[src/rtl/csr_write_sequencer_if.sv]
// Request channel into the CSR write sequencer: one 4-bit address/data
// write per valid/ready handshake.
interface csr_write_sequencer_if;
  logic       req_valid;
  logic       req_ready;
  logic [3:0] req_addr;
  logic [3:0] req_data;

  modport master (output req_valid, req_addr, req_data, input req_ready);
  modport slave  (input req_valid, req_addr, req_data, output req_ready);
endinterface

[src/rtl/csr_write_sequencer.sv]
// Drives the PLL tile CSR write port: buffers requests and replays each one
// as a setup / high / hold strobe on csr_clk_out with addr/data held around it.
module csr_write_sequencer #(
  parameter int SETUP_CYC  = 2,
  parameter int HIGH_CYC   = 2,
  parameter int HOLD_CYC   = 2,
  parameter int FIFO_DEPTH = 4
) (
  input  logic                          clk,
  input  logic                          rst_n,
  csr_write_sequencer_if.slave          req,
  input  logic                          clr_err,
  output logic [3:0]                    csr_addr_out,
  output logic [3:0]                    csr_data_out,
  output logic                          csr_clk_out,
  output logic                          busy,
  output logic [$clog2(FIFO_DEPTH):0]   fifo_level,
  output logic [7:0]                    wr_count,
  output logic                          unmapped_err
);

  localparam int AW   = $clog2(FIFO_DEPTH);
  localparam int LW   = AW + 1;
  localparam int MAXC = (SETUP_CYC > HIGH_CYC) ?
                        ((SETUP_CYC > HOLD_CYC) ? SETUP_CYC : HOLD_CYC) :
                        ((HIGH_CYC  > HOLD_CYC) ? HIGH_CYC  : HOLD_CYC);
  localparam int CW   = (MAXC > 1) ? $clog2(MAXC) : 1;

  typedef enum logic [1:0] {IDLE, SETUP, HIGH, HOLD} state_t;

  typedef struct packed {
    logic [3:0] addr;
    logic [3:0] data;
  } wr_req_t;

  state_t         state;
  logic [CW-1:0]  cnt;

  wr_req_t        mem [FIFO_DEPTH];
  logic [AW-1:0]  wr_ptr, rd_ptr;
  logic [LW-1:0]  count;

  logic           accept, mapped, push, pop, drop, fifo_full;

  assign fifo_full     = (count == LW'(FIFO_DEPTH));
  assign req.req_ready = !fifo_full;
  assign accept        = req.req_valid && !fifo_full;
  assign mapped        = (req.req_addr <= 4'hC);
  assign push          = accept && mapped;
  assign drop          = accept && !mapped;
  // Pop only from IDLE, and only what was already registered: no fall-through.
  assign pop           = (state == IDLE) && (count != '0);

  assign fifo_level    = count;
  assign busy          = (state != IDLE) || (count != '0);

  always_ff @(posedge clk) begin
    if (push) mem[wr_ptr] <= '{addr: req.req_addr, data: req.req_data};
  end

  always_ff @(posedge clk or negedge rst_n) begin
    if (!rst_n) begin
      wr_ptr <= '0;
      rd_ptr <= '0;
      count  <= '0;
    end else begin
      if (push) wr_ptr <= wr_ptr + 1'b1;
      if (pop)  rd_ptr <= rd_ptr + 1'b1;
      case ({push, pop})
        2'b10:   count <= count + 1'b1;
        2'b01:   count <= count - 1'b1;
        default: count <= count;
      endcase
    end
  end

  // A fresh drop outranks a clear arriving on the same edge.
  always_ff @(posedge clk or negedge rst_n) begin
    if (!rst_n)       unmapped_err <= 1'b0;
    else if (drop)    unmapped_err <= 1'b1;
    else if (clr_err) unmapped_err <= 1'b0;
  end

  // Reset parks the address on 0xF so any edge seen during power-up is harmless.
  always_ff @(posedge clk or negedge rst_n) begin
    if (!rst_n) begin
      state        <= IDLE;
      cnt          <= '0;
      csr_clk_out  <= 1'b0;
      csr_addr_out <= 4'hF;
      csr_data_out <= 4'h0;
      wr_count     <= 8'd0;
    end else begin
      case (state)
        IDLE: begin
          if (pop) begin
            csr_addr_out <= mem[rd_ptr].addr;
            csr_data_out <= mem[rd_ptr].data;
            cnt          <= CW'(SETUP_CYC - 1);
            state        <= SETUP;
          end
        end
        SETUP: begin
          if (cnt == '0) begin
            csr_clk_out <= 1'b1;
            wr_count    <= wr_count + 8'd1;
            cnt         <= CW'(HIGH_CYC - 1);
            state       <= HIGH;
          end else begin
            cnt <= cnt - 1'b1;
          end
        end
        HIGH: begin
          if (cnt == '0) begin
            csr_clk_out <= 1'b0;
            cnt         <= CW'(HOLD_CYC - 1);
            state       <= HOLD;
          end else begin
            cnt <= cnt - 1'b1;
          end
        end
        HOLD: begin
          if (cnt == '0) state <= IDLE;
          else           cnt   <= cnt - 1'b1;
        end
      endcase
    end
  end

endmodule

[src/flat_wrapper.sv]
// flat-port wrapper written by rule: the top's interface ports become plain ports
module csr_write_sequencer_flat 
#(
  parameter int SETUP_CYC  = 2,
  parameter int HIGH_CYC   = 2,
  parameter int HOLD_CYC   = 2,
  parameter int FIFO_DEPTH = 4
)
  (clk, rst_n, clr_err, csr_addr_out, csr_data_out, csr_clk_out, busy, fifo_level, wr_count, unmapped_err, req_req_valid, req_req_addr, req_req_data, req_req_ready);
  csr_write_sequencer_if req_i ();
  input  logic clk;
  input  logic rst_n;
  input  logic clr_err;
  output logic [3:0] csr_addr_out;
  output logic [3:0] csr_data_out;
  output logic csr_clk_out;
  output logic busy;
  output logic [$clog2(FIFO_DEPTH):0] fifo_level;
  output logic [7:0] wr_count;
  output logic unmapped_err;
  input wire logic [$bits(req_i.req_valid)-1:0] req_req_valid;
  input wire logic [$bits(req_i.req_addr)-1:0] req_req_addr;
  input wire logic [$bits(req_i.req_data)-1:0] req_req_data;
  output wire logic [$bits(req_i.req_ready)-1:0] req_req_ready;
  assign req_i.req_valid = req_req_valid;
  assign req_i.req_addr = req_req_addr;
  assign req_i.req_data = req_req_data;
  assign req_req_ready = req_i.req_ready;
  csr_write_sequencer #(.SETUP_CYC(SETUP_CYC), .HIGH_CYC(HIGH_CYC), .HOLD_CYC(HOLD_CYC), .FIFO_DEPTH(FIFO_DEPTH)) u_core (.clk(clk), .rst_n(rst_n), .req(req_i), .clr_err(clr_err), .csr_addr_out(csr_addr_out), .csr_data_out(csr_data_out), .csr_clk_out(csr_clk_out), .busy(busy), .fifo_level(fifo_level), .wr_count(wr_count), .unmapped_err(unmapped_err));
endmodule
[config.mk]
export PLATFORM = sky130hd
export DESIGN_NAME = csr_write_sequencer_flat
export DESIGN_NICKNAME = d
export VERILOG_FILES = /design/src/rtl/csr_write_sequencer_if.sv /design/src/rtl/csr_write_sequencer.sv /design/src/flat_wrapper.sv
export SDC_FILE = /design/constraint.sdc
export NUM_CORES = 1
export LEC_CHECK = 0
export ABC_AREA = 1
export BUFFER_PORTS_ARGS = -buffer_cell sky130_fd_sc_hd__clkbuf_2
export CORE_MARGIN = 2
export CORE_UTILIZATION = 52
export CTS_CLUSTER_SIZE = 24
export DETAILED_ROUTE_END_ITERATION = 10
export MAX_ROUTING_LAYER = met4
export PLACE_DENSITY = 0.8
export SYNTH_ARGS = -nofsm -noshare
export SYNTH_HDL_FRONTEND = slang
export SYNTH_SLANG_ARGS = --single-unit
[constraint.sdc]
create_clock -name clk -period 2.1 [get_ports clk]
set_input_delay 0.21 -clock clk [delete_from_list [all_inputs] [get_ports clk]]
set_output_delay 0.21 -clock clk [all_outputs]
set_load 0.02 [all_outputs]
==> results_dict.tcl <==
set metrics [dict create \
    rr_startpoint "u_core.state[0]$_DFFE_PN0P_" \
    layout_common_cells "90 x nand2_1, 47 x nor2_1, 34 x inv_1, 34 x clkbuf_2, 32 x edfxtp_1" \
    htree_levels 3 \
    syn_inst 291 \
    numCtsBuffers 9 \
    crit_arrival_ns 2.27 \
    wl_per_cell_um 12.2 \
    finalHoldViolations 0 \
    post-route-cell-area_um2 3300 \
    finalClockSkew_ns 0.00887 \
    status "finished clean" \
    clock_path_buffers 2 \
    drtIter0Drc 68 \
    critPathBufInv 3 \
    cp-end-kind "flop" \
    postSynthAreaPerCell_um2 9.63 \
    io_pins 35 \
    grt_pass1_vias 1870 \
    worst-setup-path-type "flop to flop" \
    worstSetupStartpoint "u_core.state[0]$_DFFE_PN0P_" \
    grt_pass1_wl_um 8630 \
    synth-seq-cells 60 \
    dieArea_um2 5990 \
    viasPerCell 4.75 \
    crit_fanout 4 \
    crit_top_cell "inv_1" \
    die_h_um 77.4 \
    insertedDiodeCount 0 \
    synthToLayoutAreaGrowth_pct 17.7 \
    grt_remaining_overflow 0 \
    hp-class "input port to flop" \
    cpMaxStageDelayCell "dfrtp_1" \
    core_area_um2 5140 \
    track_usage 0.197 \
    fin_ws_ns 0.0741 \
    min_period_ns 2.03 \
    ys_seq_area_frac 0.595 \
    num-fill-cells 436 \
    whs_ns 0.0687 \
    rsz0062_at_grt "false" \
    setup_tns_ns 0 \
    max_freq_mhz 494 \
    firstDrtPassIters 4 \
    place_area_um2 3050 \
    ys_types 28 \
    power_leakage_nw 1.60 \
    cts_root_buffer "clkbuf_8" \
    power_per_cell_area_nw_per_um2 1550 \
    cts_tree "done" \
    r2r.worst_path.cells 10 \
    cts.sinks 60 \
    reg2reg_to "u_core.fifo_level[2]$_DFFE_PN0P_" \
    synthesis.area_um2 2800 \
    layout-drive-gt1-share 0.223 \
    critPathRequiredTime_ns 2.35 \
    ir_drop_mv 0.994 \
    gp_congestion 0.782 \
    setup_viol 0 \
    clock_latency_ns 0.33 \
    period_share 0.965 \
    slew_headroom 0.522 \
    postRouteAntennaNets 0 \
    drc 0 \
    report.final.slew_viol_count 0 \
    vias 1978 \
    synth_warnings 0 \
    num_rows 26 \
    wirelength_um 5070 \
    drv_cap 0 \
    start_util 0.545 \
    nets 364 \
    hpwlAfterDp_um 3400 \
    grt_max_degree 35 \
    numPortBuffers 34 \
    final_util 0.642 \
    path_depth 10 \
    syn-num-nets 314 \
    crit_path_end "u_core.fifo_level[2]$_DFFE_PN0P_" \
    layout_commonest_cell "nand2_1" \
    tightest_slew_ns 0.717 \
    start_kind "flop" \
    crit_family "adder cells" \
    die_w_um 77.4 \
    grt_antenna_before_repair 0 \
    reg2reg_slack_ns 0.07 \
    slowest_delay_ns 0.42 \
    crit_chain "inv_1 > ha_4 > nand2_2 > inv_2 > ha_1 > inv_1 > fa_1 > or2_2 > nand2_1 > xor2_1" \
    place_ws_ns 0.0534 \
    clkTransAtPathRegs_ns 0.06 \
]
==> sequential cells by signal, summed over array words and instances (netlist names) <==
signal	flops
u_core.csr_data_out	4
u_core.csr_addr_out	4
u_core.wr_count	8
u_core.wr_ptr	2
u_core.rd_ptr	2
u_core.cnt	1
u_core.fifo_level	3
u_core.state	2
u_core.mem	32
u_core.unmapped_err	1
u_core.csr_clk_out	1
==> cells by family after synthesis <==
family,Yosys count,share of synthesized area
and+or+nand+nor,155,0.225
buffers and inverters,46,0.0799
muxes,1,0.00402
AOI/OAI and AO/OA,10,0.0197
DFF,60,0.595
adders and majority gates,11,0.0518
xor gates and xnor gates,8,0.0250
==> layout make-up <==
class | count | area, um2 | area share
Inverter | 40 | 150 | 0.0455
Clock inverter | 7 | 91.3 | 0.0277
Multi-Input combinational cell | 185 | 923 | 0.280
Tap cell | 70 | 87.6 | 0.0266
Timing Repair Buffer | 45 | 255 | 0.0774
Sequential cell | 60 | 1670 | 0.505
Clock buffer | 9 | 124 | 0.0376
==> worst min path at each step <==
| stage | from | endpoint | slack [ns] | depth (start not counted) |
|---|---|---|---|---|
| 2_1_floorplan | rst_n | u_core.cnt$_DFFE_PN0N_ | -0.09 | 0 |
| 3_3_place_gp | rst_n | u_core.wr_count[7]$_DFFE_PN0P_ | 0.29 | 1 |
| 3_5_place_dp | rst_n | u_core.wr_count[7]$_DFFE_PN0P_ | 0.30 | 1 |
| 4_1_cts | clr_err | u_core.unmapped_err$_DFFE_PN0P_ | 0.05 | 2 |
| 5_1_grt | clr_err | u_core.unmapped_err$_DFFE_PN0P_ | 0.05 | 2 |
| 6_report | clr_err | u_core.unmapped_err$_DFFE_PN0P_ | 0.07 | 2 |
==> routing by layer <==
layer	share of wire	global-route usage	vias to the layer above
met1	0.42	0.228	914
met3	0.057	0.0628	7
li1	-	-	1006
met4	0.010	0.0750	0
met2	0.51	0.322	51
met5	0	-	-
==> Yosys cell counts (all sizes together) <==
master	count	share of area
o21ai	8	0.016
nand2	91	0.12
fa	1	0.0071
dfstp	4	0.038
nor3	1	0.0018
xor2	2	0.0063
or2	2	0.0045
inv	40	0.054
nor2	47	0.063
edfxtp	32	0.34
o22ai	1	0.0022
dfrtp	24	0.21
mux2	1	0.0040
nand3	10	0.021
nand4	4	0.011
xnor2	6	0.019
ha	10	0.045
buf	6	0.026
a21oi	1	0.0018
==> through the flow <==
step,std cells,power (mW)
finish,416,5.10
global route,416,5.53
CTS,415,5.08
detailed placement,398,3.95
global placement,398,3.85
floorplan,291,3.44
==> what timing repair did <==
action | 4_1_cts | 5_1_grt
gates resized for setup | 0 | 3
setup buffers | 0 | 1
hold buffers | 1 | 0
hold endpoints to repair | 24 | 0
setup endpoints to repair | 0 | 1
==> report_power, final <==
part	internal [mW]	switching, mW
registers	1.63	0.251
clock network	0.661	0.457
logic	0.783	1.32
total	3.07	2.03
(Power assumes the default switching activity.)
